[src/rtl/seg_scan_mux.sv]
// Scan controller for an 8-digit hex seven-segment display: holds a display word and dp mask,
// steps through the digits at a prescaled rate and emits one nibble/select/dp per digit slot.
module seg_scan_mux #(
   parameter int DIV_BITS = 18,
   parameter bit BLANK_LZ = 1'b1
) (
   input  logic        clk,
   input  logic        rst_n,
   input  logic        en,
   input  logic        load,
   input  logic [31:0] value,
   input  logic [7:0]  dp_mask,
   output logic [3:0]  digit_nib,
   output logic [7:0]  an_sel,
   output logic        dp_out,
   output logic        frame_done
);

   logic [DIV_BITS-1:0] pre;
   logic [2:0]          idx;
   logic [31:0]         act_word;
   logic [31:0]         pend_word;
   logic [7:0]          act_mask;
   logic [7:0]          pend_mask;
   logic                pend_flag;

   logic                tick;
   logic                boundary;
   logic [3:0]          cur_nib;
   logic                blank;

   always_comb begin
      tick     = en && (pre == '1);
      boundary = tick && (idx == 3'd7);
      cur_nib  = act_word[{idx, 2'b00} +: 4];
      // A digit is blank when it and every more-significant nibble are zero; digit 0 always shows.
      blank    = BLANK_LZ && (idx != 3'd0) && ((act_word >> {idx, 2'b00}) == 32'd0);
   end

   always_ff @(posedge clk or negedge rst_n) begin
      if (!rst_n) begin
         pre <= '0;
         idx <= 3'd0;
      end else if (en) begin
         pre <= pre + DIV_BITS'(1);
         if (tick) idx <= idx + 3'd1;
      end
   end

   // The active word only changes at a frame boundary, so a frame is never torn.
   always_ff @(posedge clk or negedge rst_n) begin
      if (!rst_n) begin
         act_word  <= 32'd0;
         act_mask  <= 8'd0;
         pend_word <= 32'd0;
         pend_mask <= 8'd0;
         pend_flag <= 1'b0;
      end else begin
         if (load) begin
            pend_word <= value;
            pend_mask <= dp_mask;
         end
         if (boundary) begin
            if (load) begin
               act_word <= value;
               act_mask <= dp_mask;
            end else if (pend_flag) begin
               act_word <= pend_word;
               act_mask <= pend_mask;
            end
            pend_flag <= 1'b0;
         end else if (load) begin
            pend_flag <= 1'b1;
         end
      end
   end

   always_ff @(posedge clk or negedge rst_n) begin
      if (!rst_n) begin
         an_sel     <= 8'h00;
         digit_nib  <= 4'h0;
         dp_out     <= 1'b0;
         frame_done <= 1'b0;
      end else begin
         an_sel     <= en ? (8'h01 << idx) : 8'h00;
         digit_nib  <= blank ? 4'hF : cur_nib;
         dp_out     <= act_mask[idx] & en;
         frame_done <= boundary;
      end
   end

endmodule

[config.mk]
export PLATFORM = sky130hd
export DESIGN_NAME = seg_scan_mux
export DESIGN_NICKNAME = d
export VERILOG_FILES = /design/src/rtl/seg_scan_mux.sv
export SDC_FILE = /design/constraint.sdc
export NUM_CORES = 1
export LEC_CHECK = 0
export BUFFER_PORTS_ARGS = -buffer_cell sky130_fd_sc_hd__clkbuf_2
export CAP_MARGIN = 40
export CORE_MARGIN = 5
export CORE_UTILIZATION = 46
export DETAILED_ROUTE_END_ITERATION = 6
export GPL_ROUTABILITY_DRIVEN = 0
export PLACE_DENSITY = 0.65
export SYNTH_ARGS = -nofsm -noshare
export SYNTH_HDL_FRONTEND = slang
export SYNTH_SLANG_ARGS = --single-unit
[constraint.sdc]
create_clock -name clk -period 6.4 [get_ports clk]
set_input_delay 0.64 -clock clk [delete_from_list [all_inputs] [get_ports clk]]
set_output_delay 0.64 -clock clk [all_outputs]
set_load 0.02 [all_outputs]
==> out/results.txt, run 1 <==
run status: finished, final reports clean
Reg-to-Reg Start: idx[1]
register area share after synthesis: 55.4%
RSZ-0062 raised after global routing: false
vias in the first global route: 3084
DR pass1 iterations: 5
# DRC: 0
core area: 0.0113 mm2
Final Hold Violating Endpoints: 0
CP most frequent cell: ha_1
VDD IR max: 0.198 mV
Tot Pwr: 0.00181 W
die area: 0.0136 mm2
routed length per instance: 16.6 um
H-tree level count: 4
Largest stage delay, worst path: 0.81 ns
CTS clock-pin slew for the worst setup and hold paths: 0.05 ns
final setup vio count: 0
antenna violations before repair: 0
clk_skew: 0.0108 ns
Area contributors post-synth: dfrtp_1 55%, mux2_4 11%, mux2_2 9.0%
Die W: 117 um
Hold WC Path Type: in -> async
CTS buffer count: 17
std cell rows: 39
PnR worst setup slack: 3.46 ns
minimum clock period: 2.94 ns
Max stage delay cell, worst path: dfrtp_1
Compound-Gate Fraction of Synth Area: 3.08%
Crit Path Category: reg -> reg
Slew HR: 51.2%
Synth Area in Simple Gates: 8.57%
xor/xnor share of the synthesized area: 3.01%
die height: 117 um
post-synth cell types: 48
TritonCTS clock tree: built
WL final: 9.42 mm
CP startpoint: idx[1]
top_reg_cell synth: dfrtp_1
FFs w/ async S/R, synth: 100%
crit end category: flip-flop
Worst Path Required: 6.69 ns
Antenna diodes: 0
share of layout cells above drive strength 1: 44.8%
Adder-Cell Fraction of Synth Area: 1.67%
Max Transition Viols Final: 0
max-cap viol count: 0
final worst-path cycle share: 45.9%
post-cts resize count: 0
GRT overflow: 0
Area Overhead vs Synth: 17.6%
pwr/cell area: 294 mW/mm2
arrival time worst endpoint: 3.23 ns
Worst Tran Pin Value: 0.732 ns
Post-Syn Area per Cell: 14.8 um2
first-pass GRT wire length: 16.0 mm
largest family of logic cells by synthesized area: multiplexers
DR vias/cell: 5.24
commonest non-fill, non-tap cell in the layout: dfrtp_1
post-route cell area: 0.00617 mm2
Initial Utilization: 46.5%
setup TNS: 0 ns
clk root buf: clkbuf_16
post-placement cell area: 0.00561 mm2
post-CTS setup buffers: 0
Synth Register Bits: 116
I/O pin cnt: 58
largest net degree at the start of global routing: 61
f_max: 0.340 GHz
synth warn: 0
Clock Sinks: 116
clk buf depth: 2
worst slack, placed: 3.27 ns
Port Buffer Count: 57
Critical Path Fanout Max: 24
final net count: 467
Yosys top cell by area: dfrtp_1
mux contribution to synthesized area: 25.2%
top cell type's share of synthesized area: 55.4%
Cell Chain, Critical Path: ha_1 > ha_1 > inv_1 > or3_2 > buf_4 > mux2_4
GR Util All Layers: 15.4%
Antenna Violating Nets Remaining: 0
commonest cells after routing, fill and taps aside: 116 x dfrtp_1, 56 x clkbuf_2, 42 x mux2_2, 40 x mux2_4, 17 x clkbuf_16
CTS Hold Bufs: 0
number of synthesized flops with an enable pin: 0
critical path launch point type: flip-flop
Cells after Synth: 354
Post-Syn Area: 0.00524 mm2
syn_nets: 405
DRT iter0 DRCs: 179
Clock Latency Late Sink: 0.41 ns
Final HPWL DP: 6.63 mm
leak pwr: 3.03 nW
via count of the routed design: 2979
==> Yosys cell counts, types with 3 or more instances <==
cell type,count
nand2_1,11
or3_1,6
xor2_1,4
dfrtp_1,116
ha_1,7
xnor2_1,14
mux2_2,42
nor2_1,13
nor3_1,3
mux4_2,10
nor4_1,5
nand3_1,4
mux2_4,40
buf_12,4
buf_1,4
o21ai_0,6
clkbuf_1,5
o2111ai_1,3
and3_1,4
or3b_2,4
nand4_1,4
and2_1,6
buf_2,4
inv_1,4
==> worst paths after layout <==
check / endpoint / slack (ns) / cells after the start
max: act_word[21] / 3.46 / 6
min: pre[6] / 0.28 / 1
max reg2reg: act_word[21] / 3.46 / 6
min reg2reg: pre[13] / 0.48 / 1
max in group asynchronous: act_word[21] / 4.91 / 2
min in group clk: pre[13] / 0.48 / 1
==> critical path, delay by kind of cell, from the launching register on <==
family / cells / cell delay [ns]
muxes: 1 / 0.34
buffers and inverters: 2 / 0.43
DFF: 1 / 0.81
adders and majority gates: 2 / 0.47
and+or+nand+nor: 1 / 0.75
==> metal layers <==
| layer | share of wire (%) | up-vias | routed length [um] | GRT usage [%] |
|---|---|---|---|---|
| met5 | 0 | - | 0 | 0 |
| met4 | 1.8 | 0 | 170 | 6.65 |
| met3 | 4.1 | 14 | 387 | 4.97 |
| met2 | 46 | 56 | 4380 | 22.8 |
| met1 | 48 | 1513 | 4480 | 20.8 |
| li1 | - | 1396 | - | - |
==> report_power, final <==
group          switching, W  internal [W]
logic             0.0000556     0.0000588
registers         0.0000341      0.000781
clock network      0.000306      0.000575
total              0.000395       0.00141
==> cell families (layout without fill, tap and decap cells) <==
kind of cell               Yosys count  in the layout
muxes                               94             94
adders and majority gates            7              7
and+or+nand+nor                     72             72
xor gates and xnor gates            18             18
AOI/OAI and AO/OA                   24             24
DFF                                116            116
buffers and inverters               23             95
==> state kept, by name, summed over array words and instances, names as in the netlist, 3 cells and up <==
signal     cells
act_mask       8
act_word      32
an_sel         8
digit_nib      4
idx            3
pend_mask      8
pend_word     32
pre           18
==> stage by stage <==
stage,util (%),hold slack [ns],instances
2_1_floorplan,-,0.344,354
3_3_place_gp,49.6,0.462,539
3_5_place_dp,49.8,0.469,540
4_1_cts,54.7,0.302,569
5_1_grt,54.7,0.345,569
6_report,54.7,0.281,569
==> area by class of cell <==
type                            count  area (um2)
Clock buffer                       24         502
Clock inverter                      5        50.0
Fill cell                         902        5110
Inverter                            5        18.8
Multi-Input combinational cell    215        2180
Sequential cell                   116        2900
Tap cell                          143         179
Timing Repair Buffer               61         338
Power figures use the tool's default switching activity.
==> run 2, diff against run 1 <==
Clock period 6.4 ns to 2.9 ns, I/O delays scaled along.
==> out/results.txt, run 2 (synthesized netlist as in run 1, its figures left out) <==
clk_skew: 0.00882 ns (-0.00199 ns)
Crit Path Category: reg -> reg
core area: 0.0113 mm2 (unchanged)
Area Overhead vs Synth: 19.7%
DRT iter0 DRCs: 194 (+8.4%)
final worst-path cycle share: 84.6% (+39 points)
GR Util All Layers: 15.8% (+0.45 points)
setup TNS: 0 ns (unchanged)
post-route cell area: 0.00627 mm2 (+1.8%)
Reg-to-Reg Start: pre[0]
CTS clock-pin slew for the worst setup and hold paths: 0.06 ns (about the same)
CP startpoint: pre[0]
clk buf depth: 2 (unchanged)
leak pwr: 3.07 nW (+1.3%)
Max stage delay cell, worst path: or3_2
via count of the routed design: 2997 (+0.60%)
max-cap viol count: 0 (unchanged)
Antenna diodes: 0 (unchanged)
CP endpoint: act_word[16]
Port Buffer Count: 57 (unchanged)
first-pass GRT wire length: 16.4 mm (+2.3%)
post-placement cell area: 0.00563 mm2 (+0.36%)
die height: 117 um (unchanged)
worst reg-to-reg path cell count: 7 (+1)
routed length per instance: 16.5 um (about the same)
Hold WC Path Type: in -> reg
TritonCTS clock tree: built
commonest cells after routing, fill and taps aside: 116 x dfrtp_1, 56 x clkbuf_2, 42 x mux2_2, 40 x mux2_4, 17 x clkbuf_16
Largest stage delay, worst path: 0.47 ns (-0.34 ns)
clk root buf: clkbuf_16
Clock Sinks: 116 (unchanged)
Reg-to-Reg End: act_word[16]
Hold Slack: 0.126 ns (-0.155 ns)
H-tree level count: 4 (unchanged)
commonest non-fill, non-tap cell in the layout: dfrtp_1
CTS buffer count: 17 (unchanged)
final net count: 470 (+0.64%)
DR vias/cell: 5.21 (-0.45%)
Antenna Violating Nets Remaining: 0 (unchanged)
VDD IR max: 0.353 mV (+78%)
Critical Path Fanout Max: 24 (unchanged)
PnR worst setup slack: 0.448 ns (-3.01 ns)
f_max: 0.408 GHz (+20%)
worst slack, placed: 0.471 ns (-2.80 ns)
largest net degree at the start of global routing: 62 (+1.6%)
pwr/cell area: 680 mW/mm2 (+130%)
DP Cell Count: 542 (+0.37%)
antenna violations before repair: 0 (unchanged)
reg-to-reg slack, setup: 0.45 ns (-3.01 ns)
Clock Latency Late Sink: 0.41 ns (about the same)
Final Hold Violating Endpoints: 0 (unchanged)
post-cts resize count: 0 (unchanged)
critical path launch point type: flip-flop
I/O pin cnt: 58 (unchanged)
WL final: 9.51 mm (+0.99%)
Max Transition Viols Final: 0 (unchanged)
Initial Utilization: 46.5% (unchanged)
# DRC: 0 (unchanged)
Slew HR: 47.0% (-4.2 points)
Final HPWL DP: 6.54 mm (-1.3%)
final setup vio count: 0 (unchanged)
Cell Chain, Critical Path: ha_1 > nand4_4 > nor3_4 > nand3_2 > or3_2 > buf_4 > mux2_4
DR pass1 iterations: 5 (unchanged)
die area: 0.0136 mm2 (unchanged)
Die W: 117 um (unchanged)
Worst Path Required: 3.19 ns (-3.50 ns)
Worst Tran Pin Value: 0.795 ns (+0.0628 ns)
vias in the first global route: 3218 (+4.3%)
std cell rows: 39 (unchanged)
share of layout cells above drive strength 1: 45.4% (+0.53 points)
Top Registers: act_word: 32 flops, pend_word: 32 flops, pre: 18 flops
GRT overflow: 0 (unchanged)
arrival time worst endpoint: 2.74 ns (-0.49 ns)
crit end category: flip-flop
run status: finished, final reports clean
RSZ-0062 raised after global routing: false
Cell Count, Final, Fillers Out: 575 (+1.1%)
minimum clock period: 2.45 ns (-0.487 ns)
run 2: worst min-delay path by stage:
stage	start	endpoint	slack [ns]	cells past startpoint
3_3_place_gp	rst_n	pre[5]	0.41	1
2_1_floorplan	rst_n	act_mask[0]	-0.006	0
4_1_cts	dp_mask[1]	pend_mask[1]	0.11	2
6_report	dp_mask[1]	pend_mask[1]	0.13	2
3_5_place_dp	rst_n	pre[6]	0.42	1
5_1_grt	value[22]	pend_word[22]	0.12	2
run 2: layout make-up:
class,count,area [um2]
sequential,116,2900
inverter,5,18.8
fill,923,5000
tap,143,179
clock buffer,19,433
timing repair buffer,64,368
clock inverter,13,198
multi-input combinational,215,2180
run 2: per-layer routing:
layer,vias to the layer above,GRT usage (%),share of wire [%]
met2,73,23.4,47
li1,1413,-,-
met4,0,5.96,1.7
met1,1497,21.4,46
met3,14,5.96,5.5
met5,-,0,0
run 2: power by group:
group	switching, W	internal [W]
clock	0.000762	0.00145
combinational	0.000123	0.000130
sequential	0.0000743	0.00172
run 2: what timing repair did:
item / in CTS / in global routing
hold endpoints to repair: 38 / 0
buffers inserted: 0 / 0
hold buffers: 1 / 0
run 2: worst max-delay path, delay by kind of cell (launching register included):
| family | cells | cell delay (ns) |
|---|---|---|
| adder cells (fa/ha/maj) | 1 | 0.23 |
| buffers and inverters | 1 | 0.28 |
| flip-flops | 1 | 0.38 |
| multiplexers | 1 | 0.34 |
| AND/OR/NAND/NOR | 4 | 1.09 |
run 2: per-stage QoR:
| stage | util [%] | power (W) |
|---|---|---|
| floorplan | - | 0.00197 |
| global placement | 50.0 | 0.00207 |
| detailed placement | 50.0 | 0.00208 |
| CTS | 55.7 | 0.00431 |
| global route | 55.7 | 0.00443 |
| finish | 55.7 | 0.00426 |
